**src/rtl/mc_ctrl_pkg.sv**
```systemverilog
// Shared encodings for the multi-cycle control unit: opcodes, FSM state codes and datapath select codes.
// Opcode constants are 6 bits wide; users zero-extend them to their opcode width.
package mc_ctrl_pkg;

    localparam logic [5:0] OP_ADD   = 6'b000000;
    localparam logic [5:0] OP_SUB   = 6'b000001;
    localparam logic [5:0] OP_ADDI  = 6'b000010;
    localparam logic [5:0] OP_OR    = 6'b010000;
    localparam logic [5:0] OP_AND   = 6'b010001;
    localparam logic [5:0] OP_ORI   = 6'b010010;
    localparam logic [5:0] OP_SLL   = 6'b011000;
    localparam logic [5:0] OP_SLT   = 6'b100110;
    localparam logic [5:0] OP_SLTIU = 6'b100111;
    localparam logic [5:0] OP_SW    = 6'b110000;
    localparam logic [5:0] OP_LW    = 6'b110001;
    localparam logic [5:0] OP_BEQ   = 6'b110100;
    localparam logic [5:0] OP_BLTZ  = 6'b110110;
    localparam logic [5:0] OP_J     = 6'b111000;
    localparam logic [5:0] OP_JR    = 6'b111001;
    localparam logic [5:0] OP_JAL   = 6'b111010;
    localparam logic [5:0] OP_HALT  = 6'b111111;

    localparam logic [2:0] ST_IF   = 3'd0;
    localparam logic [2:0] ST_ID   = 3'd1;
    localparam logic [2:0] ST_EXE  = 3'd2;
    localparam logic [2:0] ST_WB   = 3'd3;
    localparam logic [2:0] ST_MEM  = 3'd4;
    localparam logic [2:0] ST_HALT = 3'd5;
    localparam logic [2:0] ST_ERR  = 3'd6;

    localparam logic [2:0] ALU_ADD  = 3'b000;
    localparam logic [2:0] ALU_SUB  = 3'b001;
    localparam logic [2:0] ALU_SLTU = 3'b010;
    localparam logic [2:0] ALU_SLT  = 3'b011;
    localparam logic [2:0] ALU_SLL  = 3'b100;
    localparam logic [2:0] ALU_OR   = 3'b101;
    localparam logic [2:0] ALU_AND  = 3'b110;

    localparam logic [1:0] PC_INC = 2'b00;
    localparam logic [1:0] PC_BR  = 2'b01;
    localparam logic [1:0] PC_JR  = 2'b10;
    localparam logic [1:0] PC_JMP = 2'b11;

    localparam logic [1:0] RD_RA = 2'b00;
    localparam logic [1:0] RD_RT = 2'b01;
    localparam logic [1:0] RD_RD = 2'b10;

    typedef struct packed {
        logic       ext_sel;
        logic       alu_src_a;
        logic       alu_src_b;
        logic [1:0] reg_dst;
        logic [2:0] alu_op;
        logic [1:0] pc_src;
    } dec_t;

endpackage

```
**src/rtl/mc_ctrl_decode.sv**
```systemverilog
// Opcode decoder: purely combinational opCode/zero/sign -> datapath selects, zero latency, no flow control.
// Undefined opcodes fall through to the R-type defaults (ALU add, rd destination, sequential PC).
module mc_ctrl_decode
    import mc_ctrl_pkg::*;
#(
    parameter int OP_W = 6
) (
    input  logic [OP_W-1:0] op_code,
    input  logic            zero,
    input  logic            sign,
    output dec_t            dec
);

    always_comb begin
        dec = '{ext_sel: 1'b1, alu_src_a: 1'b0, alu_src_b: 1'b0,
                reg_dst: RD_RD, alu_op: ALU_ADD, pc_src: PC_INC};
        case (op_code)
            OP_W'(OP_SUB):  dec.alu_op = ALU_SUB;
            OP_W'(OP_ADDI): begin
                dec.alu_src_b = 1'b1;
                dec.reg_dst   = RD_RT;
            end
            OP_W'(OP_OR):   dec.alu_op = ALU_OR;
            OP_W'(OP_AND):  dec.alu_op = ALU_AND;
            OP_W'(OP_ORI):  begin
                dec.ext_sel   = 1'b0;
                dec.alu_src_b = 1'b1;
                dec.reg_dst   = RD_RT;
                dec.alu_op    = ALU_OR;
            end
            OP_W'(OP_SLL):  begin
                dec.alu_src_a = 1'b1;
                dec.alu_op    = ALU_SLL;
            end
            OP_W'(OP_SLT):  dec.alu_op = ALU_SLT;
            OP_W'(OP_SLTIU): begin
                dec.ext_sel   = 1'b0;
                dec.alu_src_b = 1'b1;
                dec.reg_dst   = RD_RT;
                dec.alu_op    = ALU_SLTU;
            end
            OP_W'(OP_SW):   dec.alu_src_b = 1'b1;
            OP_W'(OP_LW):   begin
                dec.alu_src_b = 1'b1;
                dec.reg_dst   = RD_RT;
            end
            // Branch target is only selected when the ALU flag confirms the condition.
            OP_W'(OP_BEQ):  begin
                dec.alu_op = ALU_SUB;
                if (zero) dec.pc_src = PC_BR;
            end
            OP_W'(OP_BLTZ): begin
                dec.alu_op = ALU_SUB;
                if (sign) dec.pc_src = PC_BR;
            end
            OP_W'(OP_J):    dec.pc_src = PC_JMP;
            OP_W'(OP_JR):   dec.pc_src = PC_JR;
            OP_W'(OP_JAL):  begin
                dec.pc_src  = PC_JMP;
                dec.reg_dst = RD_RA;
            end
            default: ;
        endcase
    end

endmodule

```
**src/rtl/mc_ctrl_fsm.sv**
```systemverilog
// Multi-cycle CPU control FSM (IF/ID/EXE/MEM/WB + HALT/ERR); state registered, controls combinational from state/inputs.
// stall freezes state and counters and masks write enables; not-ready memories hold IF/MEM under a watchdog that leads to ERR.
module mc_ctrl_fsm
    import mc_ctrl_pkg::*;
#(
    parameter int OP_W        = 6,
    parameter int MEM_WAIT_EN = 1,
    parameter int TIMEOUT_W   = 4,
    parameter int CNT_W       = 32
) (
    input  logic             CLK,
    input  logic             RST,
    input  logic [OP_W-1:0]  opCode,
    input  logic             zero,
    input  logic             sign,
    input  logic             imem_ready,
    input  logic             dmem_ready,
    input  logic             stall,
    input  logic             resume,
    output logic [2:0]       state,
    output logic             PCWre,
    output logic             IRWre,
    output logic             RegWre,
    output logic             mRD,
    output logic             mWR,
    output logic             InsMemRW,
    output logic             ExtSel,
    output logic             ALUSrcA,
    output logic             ALUSrcB,
    output logic             DBDataSrc,
    output logic             WrRegDSrc,
    output logic [1:0]       RegDst,
    output logic [1:0]       PCSrc,
    output logic [2:0]       ALUOp,
    output logic             halted,
    output logic             err,
    output logic [CNT_W-1:0] retired
);

    localparam bit WAIT_ON = (MEM_WAIT_EN != 0);
    // The counter value seen in the last tolerated not-ready cycle; one more miss is a timeout.
    localparam logic [TIMEOUT_W-1:0] WAIT_LAST = TIMEOUT_W'((1 << TIMEOUT_W) - 2);

    logic [2:0]           state_q, state_d;
    logic [TIMEOUT_W-1:0] wait_q, wait_d;
    logic [CNT_W-1:0]     retired_q, retired_d;
    dec_t                 dec;

    logic is_lw, is_sw, is_br, is_j, is_jr, is_jal, is_halt;
    logic fetch_done, mem_done, wait_hit, in_instr, retire, wb_write, waiting;

    mc_ctrl_decode #(.OP_W(OP_W)) u_decode (
        .op_code (opCode),
        .zero    (zero),
        .sign    (sign),
        .dec     (dec)
    );

    assign is_lw   = (opCode == OP_W'(OP_LW));
    assign is_sw   = (opCode == OP_W'(OP_SW));
    assign is_br   = (opCode == OP_W'(OP_BEQ)) || (opCode == OP_W'(OP_BLTZ));
    assign is_j    = (opCode == OP_W'(OP_J));
    assign is_jr   = (opCode == OP_W'(OP_JR));
    assign is_jal  = (opCode == OP_W'(OP_JAL));
    assign is_halt = (opCode == OP_W'(OP_HALT));

    assign wb_write   = !(is_br || is_j || is_jr || is_jal || is_sw || is_halt);
    assign fetch_done = !WAIT_ON || imem_ready;
    assign mem_done   = !WAIT_ON || dmem_ready;
    assign wait_hit   = WAIT_ON && (wait_q == WAIT_LAST);
    assign in_instr   = (state_q == ST_ID) || (state_q == ST_EXE) ||
                        (state_q == ST_MEM) || (state_q == ST_WB);

    always_comb begin
        state_d = state_q;
        if (state_q == ST_HALT) begin
            if (resume && !stall) state_d = ST_IF;
        end else if (!stall) begin
            case (state_q)
                ST_IF: begin
                    if (fetch_done)    state_d = ST_ID;
                    else if (wait_hit) state_d = ST_ERR;
                end
                ST_ID: begin
                    if (is_j || is_jr || is_jal) state_d = ST_IF;
                    else if (is_halt)            state_d = ST_HALT;
                    else                         state_d = ST_EXE;
                end
                ST_EXE: begin
                    if (is_br)               state_d = ST_IF;
                    else if (is_lw || is_sw) state_d = ST_MEM;
                    else                     state_d = ST_WB;
                end
                ST_MEM: begin
                    if (mem_done)      state_d = is_sw ? ST_IF : ST_WB;
                    else if (wait_hit) state_d = ST_ERR;
                end
                ST_WB:   state_d = ST_IF;
                default: state_d = state_q;
            endcase
        end
    end

    assign waiting = !stall && WAIT_ON &&
                     (((state_q == ST_IF) && !imem_ready) || ((state_q == ST_MEM) && !dmem_ready));
    assign retire  = in_instr && (state_d == ST_IF);

    always_comb begin
        wait_d = wait_q;
        if (state_d != state_q) wait_d = '0;
        else if (waiting)       wait_d = wait_q + TIMEOUT_W'(1);
    end

    always_comb begin
        retired_d = retired_q;
        if (retire) retired_d = retired_q + CNT_W'(1);
    end

    always_ff @(posedge CLK or negedge RST) begin
        if (!RST) begin
            state_q   <= ST_IF;
            wait_q    <= '0;
            retired_q <= '0;
        end else begin
            state_q   <= state_d;
            wait_q    <= wait_d;
            retired_q <= retired_d;
        end
    end

    // Write enables are qualified by RST so they drop the moment reset asserts, not at the next edge.
    assign PCWre  = RST && retire;
    assign IRWre  = RST && !stall && (state_q == ST_IF) && fetch_done;
    assign RegWre = RST && !stall &&
                    (((state_q == ST_WB) && wb_write) || ((state_q == ST_ID) && is_jal));
    assign mRD    = RST && (state_q == ST_MEM) && is_lw;
    assign mWR    = RST && !stall && (state_q == ST_MEM) && is_sw;

    assign InsMemRW  = 1'b1;
    assign DBDataSrc = is_lw && ((state_q == ST_MEM) || (state_q == ST_WB));
    assign WrRegDSrc = (state_q == ST_WB);

    assign ExtSel  = dec.ext_sel;
    assign ALUSrcA = dec.alu_src_a;
    assign ALUSrcB = dec.alu_src_b;
    assign RegDst  = dec.reg_dst;
    assign ALUOp   = dec.alu_op;
    assign PCSrc   = dec.pc_src;

    assign state   = state_q;
    assign halted  = (state_q == ST_HALT);
    assign err     = (state_q == ST_ERR);
    assign retired = retired_q;

endmodule

```
**config.mk**
```make
export PLATFORM = sky130hd
export DESIGN_NAME = mc_ctrl_fsm
export DESIGN_NICKNAME = d
export VERILOG_FILES = /design/src/rtl/mc_ctrl_pkg.sv /design/src/rtl/mc_ctrl_decode.sv /design/src/rtl/mc_ctrl_fsm.sv
export SDC_FILE = /design/constraint.sdc
export NUM_CORES = 1
export LEC_CHECK = 0
export ABC_AREA = 0
export CAP_MARGIN = 20
export CORE_MARGIN = 8
export CORE_UTILIZATION = 55
export CTS_BUF_LIST = sky130_fd_sc_hd__clkbuf_8
export DETAILED_ROUTE_END_ITERATION = 6
export PLACE_DENSITY = 0.95
export SYNTH_ARGS = -nofsm -noshare
export SYNTH_HDL_FRONTEND = slang
export SYNTH_HIERARCHICAL = 1
export SYNTH_SLANG_ARGS = --single-unit
```
**constraint.sdc**
```tcl
create_clock -name CLK -period 6.1 [get_ports CLK]
set_clock_uncertainty 0.2 [all_clocks]
set_input_delay 0.61 -clock CLK [delete_from_list [all_inputs] [get_ports CLK]]
set_output_delay 0.61 -clock CLK [all_outputs]
set_load 0.1 [all_outputs]
```
==> results of run 1 <==
-- power breakdown --
part / internal [mW] / switching, mW
sequential: 0.291 / 0.0714
clock: 0.0816 / 0.0950
combinational: 0.169 / 0.483
total: 0.541 / 0.649
-- synth_stat cells (2+ instances only) --
| master | instances |
|---|---|
| dfrtp_1 | 39 |
| nand2_1 | 25 |
| xor2_1 | 25 |
| nand3_1 | 19 |
| nor3_1 | 18 |
| nor2_1 | 16 |
| inv_1 | 15 |
| nor4_1 | 12 |
| xnor2_1 | 12 |
| nand4_1 | 9 |
| nor4_2 | 8 |
| a21oi_1 | 6 |
| buf_2 | 6 |
| nand2b_1 | 5 |
| a211oi_1 | 4 |
| buf_6 | 4 |
| and3_1 | 3 |
| ha_1 | 3 |
| nand3b_1 | 3 |
| nor3_2 | 3 |
| nor3b_1 | 3 |
| or4_1 | 3 |
| a31oi_1 | 2 |
| and2_1 | 2 |
| buf_1 | 2 |
| buf_4 | 2 |
| clkbuf_1 | 2 |
| mux2i_1 | 2 |
| nand4b_1 | 2 |
| nor2b_1 | 2 |
| o31a_1 | 2 |
| or3_1 | 2 |
-- critical path, stage by stage --
cell             delay (ns)
clkdlybuf4s50_1        0.81
and4bb_2               0.52
nor2b_1                0.24
nand2_1                0.11
nor4_1                 0.24
clkdlybuf4s50_1        1.21
-- cell families (layout without fill, tap and decap cells) --
kind of cell,after synthesis,after routing,share of synthesized area [%]
AND/OR/NAND/NOR,145,145,31.96
flip-flops,39,39,35.76
XOR/XNOR,37,37,11.88
AO/OA/AOI/OAI,34,34,10.50
buffers and inverters,33,94,6.327
adder cells (fa/ha/maj),4,4,1.742
multiplexers,4,4,1.696
other,1,1,0.1374
-- sequential cells by signal, indices dropped and copies added, names as in the netlist --
register  cells
wait_q        4
retired      32
state         3
-- layout by cell type (no fill, tap or decap), types with 2 or more instances in the layout --
master           Yosys  routed
a31oi_1              2       2
nor3b_1              3       3
ha_1                 3       3
or3_1                2       2
mux2i_1              2       2
nor3_1              18      17
and3_1               3       3
o31a_1               2       2
nor3_2               3       4
a211oi_1             4       4
dfrtp_1             39      39
nand3_1             19      19
or4_1                3       3
nor4_2               8       8
nand4b_1             2       2
clkdlybuf4s50_1      0      65
a21oi_1              6       6
xor2_1              25      25
nand4_1              9       9
clkbuf_8             0       5
nor2_1              16      16
inv_1               15      15
buf_4                2       3
xnor2_1             12      12
clkinv_4             0       2
nor4_1              12      12
and2_1               2       2
nor2b_1              2       2
nand2b_1             5       5
nand2_1             25      25
nand3b_1             3       3
-- layer usage --
metal / GRT usage (%) / share of wire, % / vias up / routed length [µm]
met4: 4.851 / 1.2 / 0 / 82
met1: 23.86 / 43 / 1202 / 3023
met3: 3.403 / 5.3 / 11 / 371
met5: 0 / 0 / - / 0
li1: - / - / 1191 / -
met2: 32.15 / 50 / 87 / 3494
-- stage by stage --
| step | hold WS, ns | utilization, % | instances | setup slack [ns] | cell area [µm²] |
|---|---|---|---|---|---|
| floorplan | 0.1144 | - | 297 | 0.1567 | 2734 |
| finish | 0.2702 | 73.34 | 425 | 1.556 | 3487 |
| global placement | 0.2559 | 71.16 | 416 | 1.722 | 3383 |
| CTS | 0.2756 | 73.34 | 425 | 1.585 | 3487 |
| global route | 0.2984 | 73.34 | 425 | 1.404 | 3487 |
| detailed placement | 0.2602 | 71.16 | 416 | 1.585 | 3383 |
-- worst max-delay path by stage --
stage / cells after the start / endpoint / slack, ns / start
after floorplan: 6 / RegWre / 0.16 / state[1]
after global placement: 6 / mRD / 1.72 / opCode[3]
after detailed placement: 6 / mRD / 1.59 / opCode[3]
after CTS: 6 / mRD / 1.59 / opCode[3]
after global routing: 6 / mRD / 1.40 / opCode[3]
final: 6 / mRD / 1.56 / opCode[3]
-- area by class of cell --
| class | count | area [µm²] | share of cell area [%] |
|---|---|---|---|
| multi-input cells | 225 | 1585 | 45.46 |
| flip-flops and latches | 39 | 975.9 | 27.99 |
| repair buffers | 70 | 688.2 | 19.73 |
| well taps | 67 | 83.83 | 2.404 |
| clock buffers | 5 | 68.82 | 1.973 |
| inverters | 16 | 60.06 | 1.722 |
| clock inverters | 3 | 25.02 | 0.7176 |
==> impl.org, run 1 <==
** Run status
- Outcome :: completed

** Die
- 69 I/O pins were placed.
- Floorplan row count :: 25
- The die is a little under 90 µm wide.
- Placeable core region :: between 4000 and 5000 µm²
- The initial utilization of the core area, before any placement, comes to 57.39%.
- Overall die area :: 7472 µm²
- From bottom edge to top edge, the die measures just under 90 µm.

** CTS
- The clock tree synthesis step divided the H-tree into 2 levels.
- TritonCTS built the clock tree.
- Longest Clk Path Bufs :: 2
- Sink count of the clock tree :: 39
- Insertion delay of the later-clocked pin in the worst-skew pair :: 0.29 ns
- In this run the clock root is driven by a clkbuf_8.
- After clock tree synthesis, the clock-pin slew on the worst setup and hold paths is ~0.08 ns.
- Number of buffers added by the clock tree synthesis step :: 5
- After clock tree synthesis, the flow added hold-fix buffers numbering 1.
- The number of setup buffers added after CTS is 0.
- Resized Gates After CTS :: 0

** Worst setup path
- Number of cells on the worst reg-to-reg path :: 8
- Crit. End Element :: output pin
- Worst R2R Start :: state[1]
- Across all register-to-register paths, the minimum setup slack is 3.14 ns.
- Required time of the worst setup path :: between 5 and 6 ns
- Critical path arrival :: 3.73 ns
- STA classifies the critical path startpoint as an input port.
- Along the worst path, the maximum fanout reaches 19.
- In this run the critical register-to-register path is captured at retired[26].
- Critical path class :: in2out

** Logic synthesis
- Counting distinct cell types in the post-synthesis netlist gives just under 70.
- Async set or reset register ratio after synthesis :: 100.0%
- In this run, synthesis produced a sequential element count of 39.
- Number of synthesized flops with an enable pin :: 0
- The most used flip-flop cell after synthesis is dfrtp_1.
- Post-Synthesis Cells :: 297
- The share of synthesized area in the top cell type comes to between 30% and 40%.
- Synth Warn # :: 6
- Top cells by area, synth :: dfrtp_1 (36%), xor2_1 (8.0%), xnor2_1 (3.9%)
- Sequential elements use 35.76% of the synthesized area.
- Dominant cell type by area after synthesis :: dfrtp_1
- Syn nets :: 314
- Mean cell area of the mapped netlist :: 9.188 µm²
- Cell area after synthesis :: 2729 µm²

** Pwr
- Worst vdd rail ir drop :: 0.3486 mV
- Static power due to leakage :: around 1.4 nW
- Summing internal, switching and leakage power gives approximately 1.2 mW.
- Pwr dens :: 341.4 nW/µm²

** Hold path
- Hold worst-path end :: retired[31]
- The tightest min-delay check is of the reg2reg type.
- The startpoint identified for the worst hold timing path is retired[31].
- Counting instances, the worst hold path has a depth of 1.

** STA
- Final hold viol count :: 0
- Actual transition at the worst max-transition pin :: 1.003 ns
- In this run the tightest slew margin relative to its limit is between 30 and 40%.
- F_max :: 0.2201 GHz
- The final count of pins violating max slew is 0.
- Number of setup violations in the final report :: 0
- Time the worst path needs with I/O delays and setup :: 4.544 ns
- Fin crit share :: about three quarters
- Setup repair after global routing left no endpoint under its margin.
- Setup total negative slack on the finished layout was measured at 0 ns.

** Route
- The detailed router finished its first iteration with 205 violations.
- Number of iterations in the first detailed-routing pass :: 4
- Number of vias in the routed layout :: 2491
- For this block, the routed nets add up to 6973 µm of wire.
- DRC violations left :: 0
- Count of antenna-violating nets left after detailed routing :: 0
- Detailed-route wire length per cell :: 16.41 µm
- Using the TritonRoute via totals, the vias-per-cell ratio works out to 5.861.

** Cells and area
- Final Net Count :: around 370
- Of the cells placed in the final design, the portion with a size suffix greater than 1 is 10.34%.
- The area growth from synthesis to layout is 27.79%.
- Number of fill cells :: 368
- Antenna Cells :: 0

** Placement
- Count of input and output buffers :: 67
- Weighted congestion reported at the end of routability-driven placement :: about 0.89
- Hpwl dp :: 5085 µm

** Job
- Across the run, the number of max-cap violations was 0.

** Global route
- Global Route Usage Sum :: 18.87%
- Number of global-route vias before repair :: approximately 2400
- Entering global routing, the biggest net connects 30 pins.
- The number of antenna violations at the first check in global routing was 0.
- Global route overflow :: 0
- The first global-routing pass estimated 11650 µm of wire.
No activity file was read; power rests on OpenSTA's default activity.
==> run 2, diff against run 1 <==
CORE_UTILIZATION = 46   (was 55)
PLACE_DENSITY = 0.9   (was 0.95)
clock period = 3.8 ns   (was 6.1 ns; I/O delays follow)
==> impl.org, run 2 (synthesis results as in run 1) <==
** Route
- Count of antenna-violating nets left after detailed routing :: 0 (unchanged)
- The total routed wirelength is 7244 µm (was 6973 µm).
- Vias/cell :: 5.744 (was 5.861)
- The iteration count of the initial detailed-routing pass came to 4 (unchanged).
- Number of vias in the routed layout :: 2510 (was 2491)
- DRC violations left :: 0 (unchanged)
- The average wire per cell in the routed design is 16.58 µm (was 16.41 µm).
- The detailed router's first-iteration violation count came to 154 (was 205).

** Global route
- Global route overflow :: 0 (unchanged)
- Initial antenna violation count :: 0 (unchanged)
- Number of global-route vias before repair :: 2475 (was 2399)
- First-pass GRT wire length :: 12190 µm (was 11650 µm)
- The global routing usage summed across all routing layers is 17.02% (was 18.87%).
- The maximum number of pins on one net before global-route repair came to 29 (was 30).

** STA
- Unrepaired setup endpoints after global routing :: no (unchanged)
- Final slew viol count :: 0 (unchanged)
- Dividing the final minimum period by the clock period gives 86.44%.
- Final hold viol count :: 0 (unchanged)
- The total setup violations reported at the end of the flow came to 0 (unchanged).
- Smallest hold slack :: 0.2831 ns (was 0.2702 ns)
- F_max :: 0.3044 GHz
- Worst slew margin relative to its limit :: 33.47% (was 32.90%)
- The actual slew at the worst max-slew pin is 0.9948 ns (was 1.003 ns).
- Time the worst path needs with I/O delays and setup :: 3.285 ns
- The worst path setup slack after routing came to 0.5152 ns (was 1.556 ns).
- Total Negative Setup Slacks :: 0 ns (unchanged)

** Pwr
- Static power due to leakage :: 1.473 nW (was 1.401 nW)
- Pwr dens :: 540.1 nW/µm² (was 341.4 nW/µm²)
- Worst vdd rail ir drop :: 0.5672 mV (was 0.3486 mV)

** CTS
- The CTS tree is done (unchanged).
- The CTS buffer count came to 5 (unchanged).
- Number of buffers added for setup after CTS :: 0 (unchanged)
- Sink count of the clock tree :: 39 (unchanged)
- The level count of the clock H-tree was 2 (unchanged).
- The number of buffers on the longest clock path was 2 (unchanged).
- Library cell used as clock root buffer :: clkbuf_8 (unchanged)
- The clock insertion delay at the later pin of the skew report came to 0.29 ns (about the same).
- Resized Gates After CTS :: 0 (unchanged)
- CTS hold repair buffers :: 1 (unchanged)
- The clock slew at the register clock pins of the worst setup and hold paths was 0.08 ns (about the same).

** Cells and area
- The number of diodes was 0 (unchanged).
- Most common cell after layout, fill and taps aside :: clkdlybuf4s50_1 (unchanged)
- Area growth from synthesis to layout :: 30.26% (was 27.79%)
- The utilization after layout came to 61.12% (was 73.34%).
- Commonest non-fill, non-tap cells in the layout :: clkdlybuf4s50_1 (47), dfrtp_1 (39), nand2_1 (25), xor2_1 (25), buf_4 (22) (was clkdlybuf4s50_1 (65), dfrtp_1 (39), nand2_1 (25), xor2_1 (25), nand3_1 (19))
- Multi-input gate area in the final layout :: 1633 µm² (was 1585 µm²)
- The net total in the final layout was 378 (was 374).
- The sequential standard cell area came to 975.9 µm² (unchanged).
- The share of final-layout standard cells stronger than drive strength 1 is 17.96% (was 10.34%).
- The number of filler cells placed in the layout came to 519 (was 368).
- Largest register FFs :: 32 (unchanged)

** Run status
- Outcome: completed (unchanged).

** Worst setup path
- Crit. End Element :: output pin (unchanged)
- The element type at the critical path start was an input port (unchanged).
- Slowest stage cell, crit path :: clkdlybuf4s50_1 (unchanged)
- The critical path class is in2out (unchanged).
- Crit-path max cell delay :: 0.75 ns (was 1.21 ns)
- Required time of the worst setup path :: 3.22 ns (was 5.29 ns)
- The critical-path maximum fanout came to 13 (was 19).
- Critical path arrival :: 2.70 ns (was 3.73 ns)
- Cell breakdown of the critical path: clkdlybuf4s50_1 > nand2_1 > o31ai_4 > a221oi_2 > a311oi_2 > nand3_2 > nor2_2 > buf_12 (was clkdlybuf4s50_1 > and4bb_2 > nor2b_1 > nand2_1 > nor4_1 > clkdlybuf4s50_1).

** Placement
- Weighted congestion reported at the end of routability-driven placement :: 0.8752 (was 0.8863)
- Hpwl dp :: 5452 µm (was 5085 µm)
- Place WS :: 0.3714 ns (was 1.585 ns)
- Count of input and output buffers :: 67 (unchanged)

** Die
- The core box area was 5816 µm² (was 4755 µm²).
- The die boundary height is 93.02 µm (was 86.44 µm).
- Overall die area :: 8653 µm² (was 7472 µm²)
- The die span in x came to 93.02 µm (was 86.44 µm).
- The starting utilization of the core area is 46.92% (was 57.39%).
- Floorplan row count :: 28 (was 25)
- I/O pin count :: 69 (unchanged)

** Job
- The max-cap check violation count is 0 (unchanged).

** Hold path
- Class of the tightest hold or removal check :: reg2reg (unchanged)
## run 2: cell types whose count changed in the layout (fill, tap and decap cells not counted), moves of 3 or more
cell             change
buf_4               +19
clkdlybuf4s50_1     -18
buf_12               +3
nor2_1               -3
nor2_2               +3
nor3_1               -3
## run 2: routing by layer
layer  global-route usage (%)  part of all wire, %  vias up  wire (µm)
li1                         -                    -     1201          -
met1                    21.24                   42     1251       3045
met2                    29.05                   53       53       3830
met3                    3.526                  4.3        5        311
met4                    4.564                 0.77        0         56
met5                        0                    0        -          0
## run 2: path summary, 6_finish.rpt
path,slack (ns),to,depth (start not counted),start
hold / removal,0.28,retired[31],1,retired[31]
hold reg to reg,0.28,retired[31],1,retired[31]
setup reg to reg,0.73,retired[11],8,state[1]
setup / recovery,0.52,PCWre,8,opCode[5]
min in group asynchronous,0.37,retired[30],2,RST
max in group asynchronous,2.36,retired[0],3,RST
## run 2: critical path, delay by kind of cell
kind            cells  cell delay (ns)
simple gates        3             0.57
compound gates      3             0.80
buf+inv             2             0.95
## run 2: through the flow
stage | power, mW | instance area [µm²] | instances
floorplan | 1.428 | 2781 | 297
global placement | 1.637 | 3463 | 428
detailed placement | 1.664 | 3463 | 428
CTS | 1.927 | 3555 | 437
global route | 2.016 | 3555 | 437
finish | 1.920 | 3555 | 437
## run 2: cell type report
cell class / instances / share of cell area (%)
Multi-Input combinational cell: 225 / 45.93
Sequential cell: 39 / 27.46
Timing Repair Buffer: 74 / 19.99
Tap cell: 75 / 2.640
Clock buffer: 5 / 1.936
Inverter: 16 / 1.690
Clock inverter: 3 / 0.3520
## run 2: report_power, final
part           leakage (nW)  switching, mW  total, mW  internal [mW]
clock                0.0505          0.141      0.264          0.123
sequential            0.501          0.117      0.584          0.467
combinational         0.921          0.794       1.07          0.277
==> run 3, diff against run 2 <==
REMOVE_ABC_BUFFERS = 1   (was unset)
SKIP_LAST_GASP = 1   (was unset)
==> impl.org, run 3 (synthesis results as in run 1) <==
** Run status
- Outcome :: completed (unchanged)

** Global route
- The wire length of the first global-routing pass is 11870 µm (was 12190 µm).
- Global route overflow :: 0 (unchanged)
- The global-route met1 utilization was 19.46% (was 21.24%).
- Global Route Usage Sum :: 16.38% (was 17.02%)
- Number of global-route vias before repair :: 2505 (was 2475)
- Met3 usage in global routing :: 4.087% (was 3.526%)
- GRT busiest layer :: met2 (unchanged)
- The number of antenna violations at the first check in global routing came to 0 (unchanged).
- The met2 track demand over resource is 28.28% (was 29.05%).
- Largest net degree at the start of global routing :: 33 (was 29)

** CTS
- The number of instances resized during post-cts repair was 0 (unchanged).
- The count of buffers added by post-CTS timing repair for setup is 0 (unchanged).
- The clock root buffer master was clkbuf_8 (unchanged).
- Number of buffers added by the clock tree synthesis step :: 5 (unchanged)
- Sink count of the clock tree :: 39 (unchanged)
- Htree depth :: 2 (unchanged)
- Clock-pin slew on the worst setup and hold paths :: 0.08 ns (about the same)
- Insertion delay of the later-clocked pin in the worst-skew pair :: 0.29 ns (about the same)
- The CTS tree is done (unchanged).
- The hold-fix buffer count after cts came to 1 (unchanged).
- The number of buffers on the longest clock path came to 2 (unchanged).

** Pwr
- The net switching power is 1.052 mW (about the same).
- Fraction of power spent switching nets :: 52.28% (was 54.82%)
- The power density over the cells was 567.2 nW/µm² (was 540.1 nW/µm²).
- Static power due to leakage :: 1.481 nW (was 1.473 nW)
- Power Internal :: 0.9598 mW (was 0.8675 mW)
- The combinational cell fraction of total power is 53.1% (was 55.8%).
- Post-route total power :: 2.011 mW (was 1.920 mW)
- Clock network fraction of total power :: 17.8% (was 13.8%)
- Proportion of power drawn by flip-flops and latches :: 29.0% (was 30.4%)
- The peak ir drop on the vdd network was 0.3059 mV (was 0.5672 mV).

** STA
- The highest clock rate came to 0.2986 GHz (was 0.3044 GHz).
- Unrepaired setup endpoints after global routing: no (unchanged).
- The setup TNS after final layout came to 0 ns (unchanged).
- Fin crit share :: 88.12% (was 86.44%)
- The total setup violations reported at the end of the flow is 0 (unchanged).
- The number of endpoints with negative hold slack in the final report was 0 (unchanged).
- Time the worst path needs with I/O delays and setup :: 3.349 ns (was 3.285 ns)
- The final count of pins violating max slew was 0 (unchanged).
- The minimum hold slack was 0.2808 ns (was 0.2831 ns).
- Actual transition at the worst max-transition pin :: 1.010 ns (was 0.9948 ns)
- Worst slew margin relative to its limit :: 32.46% (was 33.47%)

** Placement
- The half-perimeter wire length after detailed placement is 5372 µm (was 5452 µm).
- Count of input and output buffers :: 67 (unchanged)
- The number of placed cells counting well taps is 429 (was 428).
- Area after DPL :: 3418 µm² (was 3463 µm²)
- Weighted congestion reported at the end of routability-driven placement :: 0.8683 (was 0.8752)

** Die
- Effective utilization at floorplan :: 46.92% (unchanged)
- The number of top-level design ports came to 69 (unchanged).
- Die outline height :: 93.02 µm (unchanged)
- The total die area was 8653 µm² (unchanged).
- The number of cell rows was 28 (unchanged).
- Die X-Extent :: 93.02 µm (unchanged)
- The core box area came to 5816 µm² (unchanged).

** Route
- Number of iterations in the first detailed-routing pass :: 4 (unchanged)
- Vias/cell :: 5.813 (was 5.744)
- The number of DRC violations after detailed routing is 0 (unchanged).
- Count of antenna-violating nets left after detailed routing :: 0 (unchanged)
- Number of vias in the routed layout :: 2546 (was 2510)
- Final routed wirelength across all metal layers :: 7175 µm (was 7244 µm)
- Iteration-0 DRC count of the detailed router :: 299 (was 154)
- The average wire per cell in the routed design came to 16.38 µm (was 16.58 µm).

** Worst setup path
- The family with the most delay on the worst path is buffers and inverters (unchanged).
- The arrival time reported for the critical path endpoint came to 2.77 ns (was 2.70 ns).
- The buffer and inverter count on the worst path came to 2 (unchanged).
- Critical path class :: in2out (unchanged)
- Slowest stage cell, crit path :: clkdlybuf4s50_1 (unchanged)
- Required time of the worst setup path :: 3.22 ns (about the same)
- Critical path fanouts, max :: 13 (unchanged)
- Crit. End Element :: output pin (unchanged)
- Crit-path max cell delay :: 0.76 ns (was 0.75 ns)
- The element type at the critical path start is an input port (unchanged).
- Cell breakdown of the critical path :: clkdlybuf4s50_1 > nand2_1 > o31ai_4 > a221oi_2 > a311oi_2 > nand3_2 > nor2_1 > buf_12 (was clkdlybuf4s50_1 > nand2_1 > o31ai_4 > a221oi_2 > a311oi_2 > nand3_2 > nor2_2 > buf_12)

** Cells and area
- Area growth from synthesis to layout :: 29.94% (was 30.26%)
- The number of diodes was 0 (unchanged).
- The net total in the final layout was 379 (was 378).
- The share of final-layout standard cells stronger than drive strength 1 is 16.25% (was 17.96%).
- The leading cell type in the layout, fill and taps excluded is clkdlybuf4s50_1 (unchanged).
- The multi-input logic area came to 1580 µm² (was 1633 µm²).
- The number of filler cells placed in the layout is 467 (was 519).
- Commonest non-fill, non-tap cells in the layout: clkdlybuf4s50_1 (47), dfrtp_1 (39), nand2_1 (25), xor2_1 (25), buf_4 (23) (was clkdlybuf4s50_1 (47), dfrtp_1 (39), nand2_1 (25), xor2_1 (25), buf_4 (22)).
- The count of placed standard cells in the final layout, fillers left out is 438 (was 437).
- The sequential standard cell area is 975.9 µm² (unchanged).
- Largest register FFs :: 32 (unchanged)
- The area of all placed cells without fillers came to 3546 µm² (was 3555 µm²).

** Job
- Number of maximum-capacitance constraint violations :: 0 (unchanged)

** Hold path
- Class of the tightest hold or removal check :: in2async (was reg2reg)
## run 3: changes by cell type in the layout (fill, tap and decap cells not counted)
cell       delta
nor4_2        -2
clkbuf_8      +1
inv_1         -2
nor3_1        +4
nor2_2        -3
bufinv_16     +1
nor3_4        -2
nor2_1        +3
nor4_1        +2
nor3_2        -2
buf_4         +1
## run 3: layout make-up
class                           count  share of cell area [%]
Multi-Input combinational cell    225                   44.57
Sequential cell                    39                   27.52
Timing Repair Buffer               75                   20.25
Tap cell                           75                   2.646
Clock buffer                        6                   2.329
Inverter                           16                   1.694
Clock inverter                      2                  0.9880
## run 3: through the flow
step / utilization [%] / worst slack [ns]
after floorplan: - / -2.795
after global placement: 58.78 / 0.5368
after detailed placement: 58.78 / 0.2650
after CTS: 60.97 / 0.4597
after global routing: 60.97 / 0.2773
final: 60.97 / 0.4513
## run 3: metal layers
metal,vias to the layer above,wire length (µm)
met2,87,3806
met3,12,372
met1,1251,2883
met5,-,0
li1,1196,-
met4,0,113
## run 3: worst paths after layout
kind                             start           to  slack, ns  depth (start not counted)
setup / recovery             opCode[5]        PCWre       0.45                          8
hold / removal                     RST    wait_q[0]       0.28                          2
setup reg to reg              state[1]  retired[11]       0.73                          8
hold reg to reg            retired[31]  retired[31]       0.28                          1
max in group asynchronous          RST   retired[9]       2.45                          3
min in group CLK           retired[31]  retired[31]       0.28                          1
## run 3: worst reg2reg max path, cell delays in order, from the launching register on
cell,delay [ns]
dfrtp_1,0.63
or2_0,0.42
or4_1,0.21
a221oi_2,0.06
a311oi_2,0.44
nand3_2,0.13
buf_4,0.27
nor4_1,0.43
xor2_1,0.20
## run 3: power groups by stage
stage / Sequential [mW] / Clock, mW / Combinational [mW]
global placement: 0.584 / 0 / 1.04
floorplan: 0.902 / 0 / 0.454
global route: 0.593 / 0.378 / 1.12
CTS: 0.580 / 0.356 / 1.07
finish: 0.584 / 0.359 / 1.07
detailed placement: 0.586 / 0 / 1.06
